==> config.mk <==
export PLATFORM = sky130hd
export DESIGN_NAME = uart_rx
export DESIGN_NICKNAME = d
export VERILOG_FILES = /design/src/rtl/uart_rx.sv
export SDC_FILE = /design/constraint.sdc
export NUM_CORES = 1
export LEC_CHECK = 0
export BUFFER_PORTS_ARGS = -buffer_cell sky130_fd_sc_hd__buf_2
export CAP_MARGIN = 20
export CORE_AREA = 2 2 57 112
export CTS_BUF_LIST = sky130_fd_sc_hd__clkbuf_8
export CTS_CLUSTER_DIAMETER = 150
export DETAILED_ROUTE_END_ITERATION = 8
export DIE_AREA = 0 0 59 114
export GPL_TIMING_DRIVEN = 0
export PLACE_DENSITY = 0.51
export SKIP_CTS_REPAIR_TIMING = 1
export SLEW_MARGIN = 40
export SYNTH_ARGS = -nofsm -noshare
export SYNTH_HDL_FRONTEND = slang
export SYNTH_SLANG_ARGS = --single-unit
export TNS_END_PERCENT = 20
==> constraint.sdc <==
create_clock -name clk -period 3.4 [get_ports clk]
set_clock_uncertainty 0.05 [all_clocks]
set_input_delay 0.68 -clock clk [delete_from_list [all_inputs] [get_ports clk]]
set_output_delay 0.68 -clock clk [all_outputs]
set_load 0.02 [all_outputs]
==> src/rtl/uart_rx.sv <==
// uart_rx: asynchronous serial receiver with mid-bit sampling, optional parity,
// 1 or 2 stop bits and a one-entry valid/ready holding register.
// Parity mismatches, stop-bit framing errors and overruns are reported as
// one-cycle pulses.
module uart_rx #(
    parameter int ClockDivider = 8,
    parameter int DataBits     = 8,
    parameter int StopBits     = 1,
    parameter int Parity       = 0
) (
    input  logic                clk,
    input  logic                rst,
    input  logic                in_bit,
    output logic [DataBits-1:0] data_out,
    output logic                data_out_valid,
    input  logic                data_out_ready,
    output logic                busy,
    output logic                parity_error,
    output logic                frame_error,
    output logic                overrun
);

    localparam int ClockDivBits = $clog2(ClockDivider);
    localparam int IdxBits      = 4;
    localparam logic [ClockDivBits-1:0] HalfCount = ClockDivBits'(ClockDivider / 2 - 1);
    localparam logic [ClockDivBits-1:0] FullCount = ClockDivBits'(ClockDivider - 1);
    localparam logic [IdxBits-1:0]      LastData  = IdxBits'(DataBits - 1);
    localparam logic [IdxBits-1:0]      LastStop  = IdxBits'(StopBits - 1);

    localparam logic [2:0] IDLE   = 3'd0;
    localparam logic [2:0] START  = 3'd1;
    localparam logic [2:0] DATA   = 3'd2;
    localparam logic [2:0] PARITY = 3'd3;
    localparam logic [2:0] STOP   = 3'd4;

    if (ClockDivider < 4) begin : g_bad_div
        $error("uart_rx: ClockDivider must be >= 4");
    end
    if (DataBits < 5 || DataBits > 9) begin : g_bad_data
        $error("uart_rx: DataBits must be in [5,9]");
    end
    if (StopBits < 1 || StopBits > 2) begin : g_bad_stop
        $error("uart_rx: StopBits must be 1 or 2");
    end
    if (Parity < 0 || Parity > 2) begin : g_bad_par
        $error("uart_rx: Parity must be 0, 1 or 2");
    end

    logic                    sync1_q, sync1_d;
    logic                    sync2_q, sync2_d;
    logic [2:0]              state_q, state_d;
    logic [ClockDivBits-1:0] cnt_q, cnt_d;
    logic [IdxBits-1:0]      bit_idx_q, bit_idx_d;
    logic [DataBits-1:0]     shift_q, shift_d;
    logic                    par_flag_q, par_flag_d;
    logic                    frm_flag_q, frm_flag_d;
    logic [DataBits-1:0]     data_q, data_d;
    logic                    valid_q, valid_d;
    logic                    pe_q, pe_d;
    logic                    fe_q, fe_d;
    logic                    ov_q, ov_d;

    logic rx_s;
    logic frm_now;
    logic par_exp;

    assign rx_s    = sync2_q;
    assign frm_now = frm_flag_q | ~rx_s;
    // Even parity expects the bit to make the total count of ones even.
    assign par_exp = (Parity == 1) ? ^shift_q : ~^shift_q;

    // Next-state logic: synchroniser, bit-timing FSM, frame completion and holding register.
    always_comb begin
        sync1_d    = in_bit;
        sync2_d    = sync1_q;
        state_d    = state_q;
        cnt_d      = cnt_q + 1'b1;
        bit_idx_d  = bit_idx_q;
        shift_d    = shift_q;
        par_flag_d = par_flag_q;
        frm_flag_d = frm_flag_q;
        data_d     = data_q;
        valid_d    = valid_q;
        pe_d       = 1'b0;
        fe_d       = 1'b0;
        ov_d       = 1'b0;

        // Consumer handshake; a frame completing this cycle may reload below.
        if (valid_q && data_out_ready) valid_d = 1'b0;

        case (state_q)
            IDLE: begin
                cnt_d = '0;
                if (!rx_s) begin
                    state_d    = START;
                    par_flag_d = 1'b0;
                    frm_flag_d = 1'b0;
                end
            end
            START: begin
                if (cnt_q == HalfCount) begin
                    cnt_d     = '0;
                    bit_idx_d = '0;
                    state_d   = rx_s ? IDLE : DATA;
                end
            end
            DATA: begin
                if (cnt_q == FullCount) begin
                    cnt_d     = '0;
                    shift_d   = {rx_s, shift_q[DataBits-1:1]};
                    bit_idx_d = bit_idx_q + 1'b1;
                    if (bit_idx_q == LastData) begin
                        bit_idx_d = '0;
                        state_d   = (Parity != 0) ? PARITY : STOP;
                    end
                end
            end
            PARITY: begin
                if (cnt_q == FullCount) begin
                    cnt_d      = '0;
                    par_flag_d = (rx_s != par_exp);
                    state_d    = STOP;
                end
            end
            STOP: begin
                if (cnt_q == FullCount) begin
                    cnt_d      = '0;
                    frm_flag_d = frm_now;
                    bit_idx_d  = bit_idx_q + 1'b1;
                    // Leave mid-stop-bit so a back-to-back start edge is not missed.
                    if (bit_idx_q == LastStop) begin
                        bit_idx_d = '0;
                        state_d   = IDLE;
                        if (frm_now) begin
                            fe_d = 1'b1;
                        end else if (par_flag_q) begin
                            pe_d = 1'b1;
                        end else if (!valid_q || data_out_ready) begin
                            data_d  = shift_q;
                            valid_d = 1'b1;
                        end else begin
                            ov_d = 1'b1;
                        end
                    end
                end
            end
            default: begin
                state_d = IDLE;
                cnt_d   = '0;
            end
        endcase
    end

    // State registers; synchroniser resets to the idle line level.
    always_ff @(posedge clk or posedge rst) begin
        if (rst) begin
            sync1_q    <= 1'b1;
            sync2_q    <= 1'b1;
            state_q    <= IDLE;
            cnt_q      <= '0;
            bit_idx_q  <= '0;
            shift_q    <= '0;
            par_flag_q <= 1'b0;
            frm_flag_q <= 1'b0;
            data_q     <= '0;
            valid_q    <= 1'b0;
            pe_q       <= 1'b0;
            fe_q       <= 1'b0;
            ov_q       <= 1'b0;
        end else begin
            sync1_q    <= sync1_d;
            sync2_q    <= sync2_d;
            state_q    <= state_d;
            cnt_q      <= cnt_d;
            bit_idx_q  <= bit_idx_d;
            shift_q    <= shift_d;
            par_flag_q <= par_flag_d;
            frm_flag_q <= frm_flag_d;
            data_q     <= data_d;
            valid_q    <= valid_d;
            pe_q       <= pe_d;
            fe_q       <= fe_d;
            ov_q       <= ov_d;
        end
    end

    assign data_out       = data_q;
    assign data_out_valid = valid_q;
    assign busy           = (state_q != IDLE);
    assign parity_error   = pe_q;
    assign frame_error    = fe_q;
    assign overrun        = ov_q;

endmodule

# Word level (Yosys, flattened, before mapping)
# Cells that the tools add are included.
classes:
  n_addsub: 2
  multipliers: 0
  div: 0
  magnitude_cmp: 0
  n_eq_ne: 15
  shift: 0
  muxes: 45
  bitwise: 4
  reduce_logical: 17
op_table:
  columns: ["op", "count"]
  rows:
  - ["$mux 3", 9]
  - ["$mux 1", 25]
  - ["$mux 4", 5]
  - ["$pmux 3 s5", 1]
  - ["$ne 2x2->1 const B", 7]
  - ["$pmux 4 s3", 1]
  - ["$eq 3x2->1 const B", 3]
  - ["$reduce_xnor 8->1", 1]
  - ["$reduce_and 7->1", 1]
  - ["$eq 3x3->1 const B", 2]
  - ["$pmux 3 s2", 1]
  - ["$reduce_and 3->1", 2]
  - ["$reduce_and 6->1", 1]
  - ["$reduce_bool 3->1", 2]
  - ["$add 4x1->4 const B", 1]
  - ["$eq 4x3->1 const B", 1]
  - ["$logic_not 4->1", 1]
  - ["$pmux 1 s2", 2]
  - ["$reduce_and 4->1", 1]
  - ["$reduce_bool 2->1", 2]
  - ["$add 3x1->3 const B", 1]
  - ["$eq 3x1->1 const B", 1]
  - ["$logic_not 3->1", 1]
  - ["$not 1->1", 3]
  - ["8 further kinds", 8]
word_totals:
  regBits: 34
  latch_bits: 0
  mem_bits_rw: 0
  mem_bits_ro: 0
  n_memories: 0

# Longest topological paths before layout
depth:
  ltp_word: 8
  depth_mapped: 7

# Least setup slack after synthesis
# OpenSTA, ideal clock, no wires.
synth_timing:
  kind: "register -> register"
  startpoint: "register cnt_q[0]"
  endpoint: "register bit_idx_q[1]"
  t_arrival_ns: 1.985
  t_required_ns: 3.225
  setup_slack_ns: 1.241
  stages_incl_launch_ff: 7
  period_less_slack_ns: 2.159
  path_cell_list: "dfrtp_1 ha_1 ha_1 nor4bb_1 clkbuf_1 a311oi_2 mux2_2"
synth_via:
  elab_chain_len: 3
synth_lines:
  columns: ["element", "line_no", "rtl"]
  rows:
  - ["start, declared", "52", "logic [ClockDivBits-1:0] cnt_q, cnt_d;"]
  - ["start signal, assigned", "174", "cnt_q <= cnt_d;"]
  - ["$eq 3x3->1 / $eq 3x2->1 (equally long branches)", "108, 126, 101", null]
  - ["$ne 2x2->1 (no source line)", null, null]
  - ["$reduce_and 4->1 (no source line) *", null, null]
  - ["end signal, assigned", "175", "bit_idx_q <= bit_idx_d;"]
  - ["end, declared", "53", "logic [IdxBits-1:0] bit_idx_q, bit_idx_d;"]
# Mark *: on every way between the ends. The rest lies on a longest branch, timed or not.
# A chain may end at the register's enable or synchronous reset.

# Worst setup path after layout
# Same ends and word-level chain as after synthesis.

==> results.ini <==
[setup_path]
max_stage_delay_ns=0.60
arrival_ns=2.60
critPathTopFamily=compound AO/OA/AOI/OAI gates
critical_path_peak_fanout=9
crit_path_cell_trace=ha_1 > ha_1 > nor4bb_1 > clkbuf_1 > a311oi_2 > mux2_2
critPathBufInv=1
critPathCaptureType=flip-flop
critPathSlowestCell=a311oi_2
cp-start-kind=flip-flop
required_ns=3.52
cp_common_cell=ha_1
worstSetupPathType=flip-flop to flip-flop

[final_layout]
layout-drive-gt1-share_pct=28.74
stdcell_count=230
multiInputGateArea_um2=774.5
area_growth_pct=16.31
fillers=618
final_core_util_pct=33.39
ff_latch_area_um2=853.3
antennaDiodeCount=0
stdcell_area_um2=1972
fin_nets=177

[grt]
grt.total_usage_pct=9.762
grt_pass1_wl_mm=5.099
grt_pass1_vias=1089
antenna_found_initial=0
grt_start_max_net_pins=35
gr-total-overflow=0

[run]
cap_violations=0

[power_and_ir_drop]
power_density_nw_per_um2=603.3
p_sw_share_pct=30.88
seqPwrFrac_pct=42.0
clockPowerShare_pct=31.5
total_power_mw=1.190
p_switching_mw=0.3673
p_int_mw=0.8222
power.leakage_nw=0.9772
comb_power_share_pct=26.4
peakVddDrop_mv=0.3410

[place]
dp.cells=222
portBuffers=16
gp_congestion=0.7745
hpwlAfterDp_mm=2.042
placed_area_um2=1854
post-place-ws_ns=0.9371

[clock_tree]
htreeDepth=2
clkTransAtPathRegs_ns=0.07
cts_tree=done
clockRootBuffer=clkbuf_8
clk_path_buf_depth=2
clock_latency_ns=0.28
numClockSinks=34
cts_buffers=5

[detailed_routing]
first_iter_violations=23
wl_per_cell_um=12.70
route.vias.total=1118
wl_mm=2.922
drtAntennaViolNets=0
drtPass1Iterations=4
drc=0
via_per_inst=4.861

[timing]
min_period_ns=2.481
finalCritPeriodShare_pct=72.98
timing.fmax_ghz=0.4030
setup_violations=0
slew_headroom_pct=60.75
slew_violations=0
holdWs_ns=0.2976
finalHoldViolCount=0
setup_ws_ns=0.9187
worstMarginPinSlew_ns=0.5881
final.setup.tns_ns=0
rsz0062_at_grt=no

[floorplanning]
num_rows=40
start_util_pct=28.71
die_w_um=59
core_um2=5906
die-area_um2=6726
ioPinCount=17
die_y_um=114

[yosys]
yosysWarnings=0
synthXorXnorAreaFrac_pct=4.428
avgSynthCellArea_um2=11.86
synth_top_flop_cell=dfrtp_1
synth_area_um2=1695
syn_inst=143
ys_types=38
synthArstFlopShare_pct=100.0
synth-adder-area-share_pct=5.166
synth_compound_area_share_pct=9.151
synth_edf_count=0
synth-simple-area-share_pct=13.28
synth_nets=154
synth_mux_area_share_pct=13.65
ys_ff_latch=34
synth_top_family_by_area=multiplexers
seq_area_frac_synth_pct=50.33

[run_status]
outcome=finished, final reports clean

[min_path]
hold_class=flip-flop to flip-flop

[logic make-up (layout without fill, tap and decap cells)]
family,Yosys count,after routing
muxes,18,18
and+or+nand+nor,38,38
adders and majority gates,7,7
AOI/OAI and AO/OA,23,23
buffers and inverters,16,40
xor gates and xnor gates,7,7
DFF,34,34
[cell type report]
type                       count  share of cell area (%)
clock buffer                   6                   4.188
timing repair buffer          16                   4.061
inverter                      11                   2.157
multi-input combinational     93                   39.28
sequential                    34                   43.27
tap                           63                   3.997
clock inverter                 2                   1.713
buffer                         5                   1.332
[cells in the final DEF, fill, tap and decap left out, types with 3 or more instances in the layout]
master	netlist	layout
dfrtp_1	32	32
buf_2	0	16
inv_1	11	11
mux2_2	9	9
mux2_4	8	8
nand2_1	7	7
ha_1	7	7
o21ai_0	6	6
nor2_1	6	6
clkbuf_8	0	6
nand2b_1	5	5
a31oi_1	5	5
xnor2_1	5	5
clkbuf_1	4	4
o22ai_1	3	3
nand3_1	3	3
[cells in the mapped netlist, types with 3 or more instances]
cell type	instances	area share (%)
dfrtp_1	32	47
inv_1	11	2.4
mux2_2	9	6.0
mux2_4	8	7.1
ha_1	7	5.2
nand2_1	7	1.6
nor2_1	6	1.3
o21ai_0	6	1.8
a31oi_1	5	1.8
nand2b_1	5	1.8
xnor2_1	5	2.6
clkbuf_1	4	0.89
nand3_1	3	0.89
o22ai_1	3	1.1
[final timing paths]
check,to,cells after the start,from,slack [ns]
min in group asynchronous,data_out[5],2,rst,0.37
worst min register to register,rx_s,0,sync1_q,0.30
worst min-delay path,rx_s,0,sync1_q,0.30
worst max register to register,bit_idx_q[1],6,cnt_q[0],0.92
worst max-delay path,bit_idx_q[1],6,cnt_q[0],0.92
max in group asynchronous,sync1_q,2,rst,2.53
[power groups by stage]
stage / combinational (mW) / sequential, mW / clock [mW]
finish: 0.315 / 0.500 / 0.375
global route: 0.356 / 0.506 / 0.405
CTS: 0.317 / 0.501 / 0.391
detailed placement: 0.316 / 0.507 / 0
global placement: 0.313 / 0.506 / 0
floorplan: 0.252 / 0.494 / 0
[layer usage]
metal / GRT usage (%) / vias up / wire (um)
met5: 0 / - / 0
met4: 4.091 / 0 / 34
met3: 3.061 / 5 / 112
met2: 14.44 / 24 / 1280
met1: 12.98 / 541 / 1495
li1: - / 548 / -
[flip-flops by register name (all words and copies together) (netlist names)]
signal,cells
rx_s,1
data_out,8
bit_idx_q,4
parity_error,1
cnt_q,3
data_out_valid,1
sync1_q,1
shift_q,8
par_flag_q,1
overrun,1
frame_error,1
state_q,3
frm_flag_q,1
Power figures use the tool's default switching activity.
